==> src/rtl/uart_tx_arbiter.sv <==
// uart_tx_arbiter: packet-atomic round-robin arbiter that shares one UART TX-buffer stream
// among NREQ byte requesters. The grant is held until the owner's tlast beat is accepted,
// or until the owner has been idle for LOCK_TIMEOUT consecutive cycles.
module uart_tx_arbiter #(
  parameter int unsigned NREQ         = 4,
  parameter int unsigned UART_DLEN    = 8,
  parameter int unsigned LOCK_TIMEOUT = 16,
  localparam int unsigned IDW         = (NREQ > 1) ? $clog2(NREQ) : 1
) (
  input  logic                      clk,
  input  logic                      rst,
  input  logic [NREQ-1:0]           i_req_tvalid,
  output logic [NREQ-1:0]           o_req_tready,
  input  logic [NREQ*UART_DLEN-1:0] i_req_tdata,
  input  logic [NREQ-1:0]           i_req_tlast,
  output logic                      o_txb_tvalid,
  input  logic                      i_txb_tready,
  output logic [UART_DLEN-1:0]      o_txb_tdata,
  output logic                      o_grant_valid,
  output logic [IDW-1:0]            o_grant_id,
  output logic                      o_abort
);

  // Counter only needs to reach LOCK_TIMEOUT-1; the expiring cycle is decoded directly.
  localparam int unsigned CW = (LOCK_TIMEOUT > 0) ? $clog2(LOCK_TIMEOUT + 1) : 1;
  localparam logic [CW-1:0] CntLast = CW'(LOCK_TIMEOUT - 1);

  typedef enum logic {StIdle, StLocked} state_e;

  state_e                 state_q, state_d;
  logic [IDW-1:0]         ptr_q, ptr_d;
  logic [IDW-1:0]         gid_q, gid_d;
  logic [CW-1:0]          cnt_q, cnt_d;
  logic                   txv_q, txv_d;
  logic [UART_DLEN-1:0]   txd_q, txd_d;

  logic [UART_DLEN-1:0]   req_data [NREQ];
  logic                   scan_hit;
  logic [IDW-1:0]         scan_id;
  logic [IDW-1:0]         scan_idx;
  logic                   locked;
  logic                   owner_valid;
  logic                   owner_last;
  logic [UART_DLEN-1:0]   owner_data;
  logic                   owner_ready;
  logic                   accept;
  logic                   timeout_hit;

  // Round-robin successor with explicit wrap so non-power-of-two NREQ works.
  function automatic logic [IDW-1:0] next_id(input logic [IDW-1:0] id);
    if (id == IDW'(NREQ - 1)) begin
      return '0;
    end
    return id + 1'b1;
  endfunction

  for (genvar i = 0; i < NREQ; i++) begin : g_unpack
    assign req_data[i] = i_req_tdata[i*UART_DLEN +: UART_DLEN];
  end

  // Find the first valid requester at or after the round-robin pointer.
  always_comb begin
    scan_hit = 1'b0;
    scan_id  = ptr_q;
    scan_idx = '0;
    for (int unsigned k = 0; k < NREQ; k++) begin
      scan_idx = IDW'((32'(ptr_q) + k) % NREQ);
      if (!scan_hit && i_req_tvalid[scan_idx]) begin
        scan_hit = 1'b1;
        scan_id  = scan_idx;
      end
    end
  end

  assign locked      = (state_q == StLocked);
  assign owner_valid = i_req_tvalid[gid_q];
  assign owner_last  = i_req_tlast[gid_q];
  assign owner_data  = req_data[gid_q];
  // Owner may push whenever the output register is empty or draining this cycle.
  assign owner_ready = locked & (~txv_q | i_txb_tready);
  assign accept      = owner_ready & owner_valid;
  assign timeout_hit = (LOCK_TIMEOUT != 0) && locked && !owner_valid && (cnt_q == CntLast);

  // Ready is steered only to the current owner.
  always_comb begin
    o_req_tready = '0;
    if (locked) begin
      o_req_tready[gid_q] = owner_ready;
    end
  end

  // Arbitration FSM, idle-timeout counter and round-robin pointer update.
  always_comb begin
    state_d = state_q;
    ptr_d   = ptr_q;
    gid_d   = gid_q;
    cnt_d   = cnt_q;
    unique case (state_q)
      StIdle: begin
        cnt_d = '0;
        if (scan_hit) begin
          state_d = StLocked;
          gid_d   = scan_id;
        end
      end
      StLocked: begin
        if (owner_valid) begin
          cnt_d = '0;
        end else if (LOCK_TIMEOUT != 0) begin
          cnt_d = cnt_q + 1'b1;
        end
        // An accepted beat implies owner_valid, so tlast and timeout never coincide.
        if (accept && owner_last) begin
          state_d = StIdle;
          ptr_d   = next_id(gid_q);
          cnt_d   = '0;
        end else if (timeout_hit) begin
          state_d = StIdle;
          ptr_d   = next_id(gid_q);
          cnt_d   = '0;
        end
      end
      default: begin
        state_d = StIdle;
      end
    endcase
  end

  // Registered output stage: load on accept, drain when the buffer takes the byte.
  always_comb begin
    txv_d = txv_q;
    txd_d = txd_q;
    if (accept) begin
      txv_d = 1'b1;
      txd_d = owner_data;
    end else if (i_txb_tready) begin
      txv_d = 1'b0;
    end
  end

  // State register; reset drops any pending byte and the grant immediately.
  always_ff @(posedge clk or posedge rst) begin
    if (rst) begin
      state_q <= StIdle;
      ptr_q   <= '0;
      gid_q   <= '0;
      cnt_q   <= '0;
      txv_q   <= 1'b0;
      txd_q   <= '0;
    end else begin
      state_q <= state_d;
      ptr_q   <= ptr_d;
      gid_q   <= gid_d;
      cnt_q   <= cnt_d;
      txv_q   <= txv_d;
      txd_q   <= txd_d;
    end
  end

  assign o_txb_tvalid  = txv_q;
  assign o_txb_tdata   = txd_q;
  assign o_grant_valid = locked;
  assign o_grant_id    = gid_q;
  assign o_abort       = timeout_hit;

endmodule
==> config.mk <==
export PLATFORM = sky130hd
export DESIGN_NAME = uart_tx_arbiter
export DESIGN_NICKNAME = d
export VERILOG_FILES = /design/src/rtl/uart_tx_arbiter.sv
export SDC_FILE = /design/constraint.sdc
export NUM_CORES = 1
export LEC_CHECK = 0
export ABC_AREA = 1
export CORE_ASPECT_RATIO = 0.75
export CORE_MARGIN = 2
export CORE_UTILIZATION = 42
export DETAILED_ROUTE_END_ITERATION = 6
export PLACE_DENSITY = 0.9
export SLEW_MARGIN = 40
export SYNTH_ARGS = -nofsm -noshare
export SYNTH_HDL_FRONTEND = slang
export SYNTH_SLANG_ARGS = --single-unit
==> constraint.sdc <==
create_clock -name clk -period 1.7 [get_ports clk]
set_input_delay 0.17 -clock clk [delete_from_list [all_inputs] [get_ports clk]]
set_output_delay 0.17 -clock clk [all_outputs]
set_load 0.1 [all_outputs]
==> Yosys cells after proc, flatten, opt, wreduce, memory -nomap -nowiden <==
Index checks and enable logic that the tools add are counted.
{ "totals": {"ff_bits": 19, "in_bits": 43, "output_inout_bits": 17, "wordCells": 88} }
{ "classes": {"addsub": 5, "n_lt_le_gt_ge": 7, "eq_ne": 2, "muxes": 46, "n_bitwise": 7, "reduce_logical": 15} }
{ "ops": {"columns": ["operator", "n"], "rows": [
  ["1-bit two-way mux", 22],
  ["8-bit binary-select mux with 2-bit select", 1],
  ["2-bit two-way mux", 8],
  ["8-bit two-way mux", 2],
  ["2-bit by 3-bit less-than comparator with 1-bit output (second input constant)", 5],
  ["5-bit two-way mux", 3],
  ["1-bit binary-select mux with 2-bit select", 6],
  ["5-bit case mux with 2 select lines", 1],
  ["1-bit logical AND", 7],
  ["5-bit by 1-bit adder with 5-bit output (second input constant)", 1],
  ["5-bit by 4-bit == test with 1-bit output (second input constant)", 1],
  ["2-bit by 1-bit adder with 2-bit output (second input constant)", 2],
  ["2-bit adder (second input constant)", 2],
  ["4-bit AND", 1],
  ["1-bit logical NOT", 4],
  ["4-bit two-way mux", 1],
  ["2-bit AND reduction", 2],
  ["2-bit nonzero test", 2],
  ["3-bit >= comparator (second input constant)", 1],
  ["2-bit inverter with 3-bit output", 1],
  ["1-bit AND", 2],
  ["1-bit demux with 2-bit select", 1],
  ["2-bit == test (second input constant)", 1],
  ["2-bit by 1-bit >= comparator with 1-bit output (second input constant)", 1],
  ["3 further kinds", 4]
]} }

==> Longest topological paths before layout <==
{ "depth": {"depth_word": 14, "ltp_mapped": 15} }

==> Least setup slack after synthesis <==
OpenSTA, ideal clock, no wires.
{ "synth_timing": {"path_kind": "flip-flop to output port", "start": "reg gid_q[0], in the netlist o_grant_id[0]", "end": "out o_req_tready[2]", "arrival_ps": 2816, "path_slack_ps": -1286, "stages_incl_launch_ff": 7, "path_buffers": 2, "path_cell_list": "dfrtp_1 -> inv_2 -> buf_2 -> buf_2 -> ha_1 -> inv_1 -> nor2_1"} }
{ "synth_via": {"elab_chain_len": 6} }
{ "synth_lines": {"columns": ["element", "line_no", "rtl"], "rows": [
  ["from (decl)", "32", "logic [IDW-1:0] gid_q, gid_d;"],
  ["from (signal assigned)", "153", "gid_q <= gid_d;"],
  ["2-bit by 3-bit less-than comparator with 1-bit output (implied by the code) / 2-bit by 1-bit >= comparator with 1-bit output (equally long branches)", "88", "o_req_tready[gid_q] = owner_ready;"],
  ["1-bit logical AND (implied by the code)", "88", null],
  ["1-bit two-way mux (implied by the code)", "88", null],
  ["1-bit demux with 2-bit select (*)", "88", null],
  ["4-bit AND (no line) (*)", null, null],
  ["4-bit two-way mux (*)", "87", "if (locked) begin"],
  ["to (decl)", "13", "output logic [NREQ-1:0] o_req_tready,"]
]} }
Every way passes the cells marked *; elsewhere a longest branch is shown, timed or not.

==> Worst setup path after layout <==
{ "layout_timing": {"start": "reg cnt_q[0]", "end": "out o_abort"} }
{ "layout_via": {"elab_chain_len": 2} }
{ "layout_lines": {"columns": ["element", "line_no", "rtl"], "rows": [
  ["from (decl)", "33", "logic [CW-1:0] cnt_q, cnt_d;"],
  ["from (signal assigned)", "154", "cnt_q <= cnt_d;"],
  ["5-bit by 4-bit == test with 1-bit output", "82", "assign timeout_hit = (LOCK_TIMEOUT != 0) && locked && !owner_valid && (cnt_q == CntLast);"],
  ["1-bit logical AND", "82", null],
  ["to (decl)", "21", "output logic o_abort"]
]} }
No other way between the ends.

==> flow_summary.ini <==
[floorplanning]
die-area_mm2 = 0.00384
ios = 60
die_h_um = 54.2
die_w_um = 70.9
rows = 18
initial_core_util_pct = 43.5
core_area_mm2 = 0.00324

[run_status]
violations = setup timing
status = complete, but fails checks

[worst_setup_path]
worstPathCellList = ha_2 > and3_4 > ha_4 > nand2_4 > clkinvlp_4 > buf_12
crit_fanout = 2
slowest_delay_ns = 0.41
worst-path-buf-inv = 2
cp_top_family = flip-flops
criticalPathCategory = register to primary output
crit_arrival_ns = 1.55
cp_slowest_cell = dfrtp_1
endpoint_kind = primary output
required_ns = 1.53
start_kind = register

[global_routing]
antenna_found_initial = 0
grt_pass1_vias = 1589
grt_max_degree = 20
grt_pass1_wl_um = 6940
grt_usage_pct = 23.3
overflow = 0

[synthesis]
syn_area_per_cell_um2 = 6.82
synth.ff_latch_count = 19
synthMuxAreaShare_pct = 0
synthesis.area_mm2 = 0.00141
synth_xor_xnor_area_share_pct = 1.24
synth-simple-area-share_pct = 37.1
synth_fp_nets = 256
synth_compound_area_share_pct = 13.9
synth_seq_area_share_pct = 33.7
synth_top_family_by_area = simple AND/OR/NAND/NOR gates
synth_fa_ha_area_share_pct = 5.32
syn_inst = 207
ys_warn_count = 0
synth_cell_types = 26

[flow_run]
cap_viol_max_count = 0

[sta]
worst_pin_slew_ns = 0.293
timing.final.hold_violations = 0
tns_ns = -0.0232
grt_setup_unrepaired = true
fmax_ghz = 0.580
drv_slew = 0
post-route-period-util_pct = 101
setup_violations = 1
worst_slack_ns = -0.0232
slew_headroom_pct = 80.3
skew_ns = 0.00548
fin_crit_ns = 1.72

[clock_tree]
clk_latency_ns = 0.26
h-tree-depth = 1
cts_tree = built
clkSinkCount = 19
clock_path_buffers = 2
clkTransAtPathRegs_ns = 0.07
clock-root-buffer = clkbuf_8
cts-buffers-inserted = 3
ctsHoldBuffers = 0

[place]
placed_area_mm2 = 0.00222
dp_cells = 306
portBuffers = 59
gp_congestion = 0.844
dp_hpwl_um = 3150

[worst_hold_path]
hp-class = primary input to asynchronous set/reset pin

[routing]
vias = 1683
wl_um = 4500
ant_nets = 0
drt_iter0_drc = 135
drc_errors = 0
post_drt_wl_per_cell_um = 14.0
dr.pass1.iters = 4
viasPerCell = 5.26

[finish]
layout_common_cells = nand2_1, clkdlybuf4s50_1, buf_4
fin_nets = 330
final_common_cell = nand2_1
post-route-util_pct = 73.3
nFillCells = 229
layout.cells.non_filler = 320
antenna_cells = 0
areaGrowthSynthToFinish_pct = 68.5
fin_area_mm2 = 0.00238
drive_above_1_share_pct = 28.9
through the flow:
stage / setup WS, ns / hold slack, ns
6_report: -0.0232 / 0.242
5_1_grt: -0.0551 / 0.274
4_1_cts: -0.000346 / 0.249
3_5_place_dp: -0.0475 / 0.464
3_3_place_gp: 0.0240 / 0.449
2_1_floorplan: -0.0840 / 0.121
timing repair:
item / CTS / global route
resized for setup: 8 / 4
setup buffers: 8 / 2
hold endpoints to repair: 0 / 0
pin swaps: 4 / 2
endpoints found under the setup margin: 5 / 5
kinds of logic after synthesis:
| logic type | count (synthesis) |
|---|---|
| compound gates | 35 |
| flops | 19 |
| simple gates | 118 |
| xor+xnor | 2 |
| fa+ha+maj | 6 |
| buf+inv | 27 |
Yosys cell counts (all sizes together):
cell     n  area [µm²]
o21ai   24         120
buf      6        36.3
o211ai   1        12.5
nand3   15        80.1
nand2   74         315
ha       6        75.1
clkbuf   1        3.75
a21oi    2        13.8
and3     1        6.26
inv     20        82.6
nor2    27         116
xor2     1        8.76
dfrtp   19         475
nand4    1        6.26
o22ai    8        50.1
xnor2    1        8.76
state kept, by name (all words and copies together), names as in the netlist:
register	cells
cnt_q	5
o_txb_tdata	8
o_txb_tvalid	1
ptr_q	2
o_grant_id	2
o_grant_valid	1
cell type report:
class                   instances  area (µm²)  share of cell area [%]
multi-input cells             161         921                    38.7
repair buffers                 76         779                    32.8
flip-flops and latches         19         487                    20.5
inverters                      20        96.3                    4.05
well taps                      40        50.0                    2.10
clock buffers                   4        45.0                    1.89
metal layers:
metal / global-route usage (%) / up-vias / part of all wire (%)
li1: - / 815 / -
met1: 28.0 / 771 / 40
met2: 42.4 / 83 / 52
met3: 6.37 / 14 / 7.1
met4: 5.97 / 0 / 1.8
met5: 0 / - / 0
worst reg2reg max path, cell delays in order (launching register included):
cell	delay, ns
dfrtp_4	0.54
inv_8	0.09
nand2_1	0.06
o211ai_2	0.06
nand2_2	0.08
buf_4	0.14
nor2_4	0.12
nand3_2	0.11
nand3_1	0.21
nor2_1	0.07
path summary, 6_finish.rpt:
path	start	cells past startpoint	slack [ns]	end
min	rst	3	0.24	cnt_q[0]
min reg2reg	o_txb_tdata[0]	2	0.48	o_txb_tdata[0]
min in group clk	o_txb_tdata[0]	2	0.48	o_txb_tdata[0]
max	cnt_q[0]	6	-0.02	o_abort
max reg2reg	o_grant_id[0]	9	0.10	cnt_q[3]
max in group asynchronous	rst	3	1.23	o_grant_id[1]
Power is not shown: default switching activity piles up to over one toggle a cycle in this logic, so the estimate is an artifact.
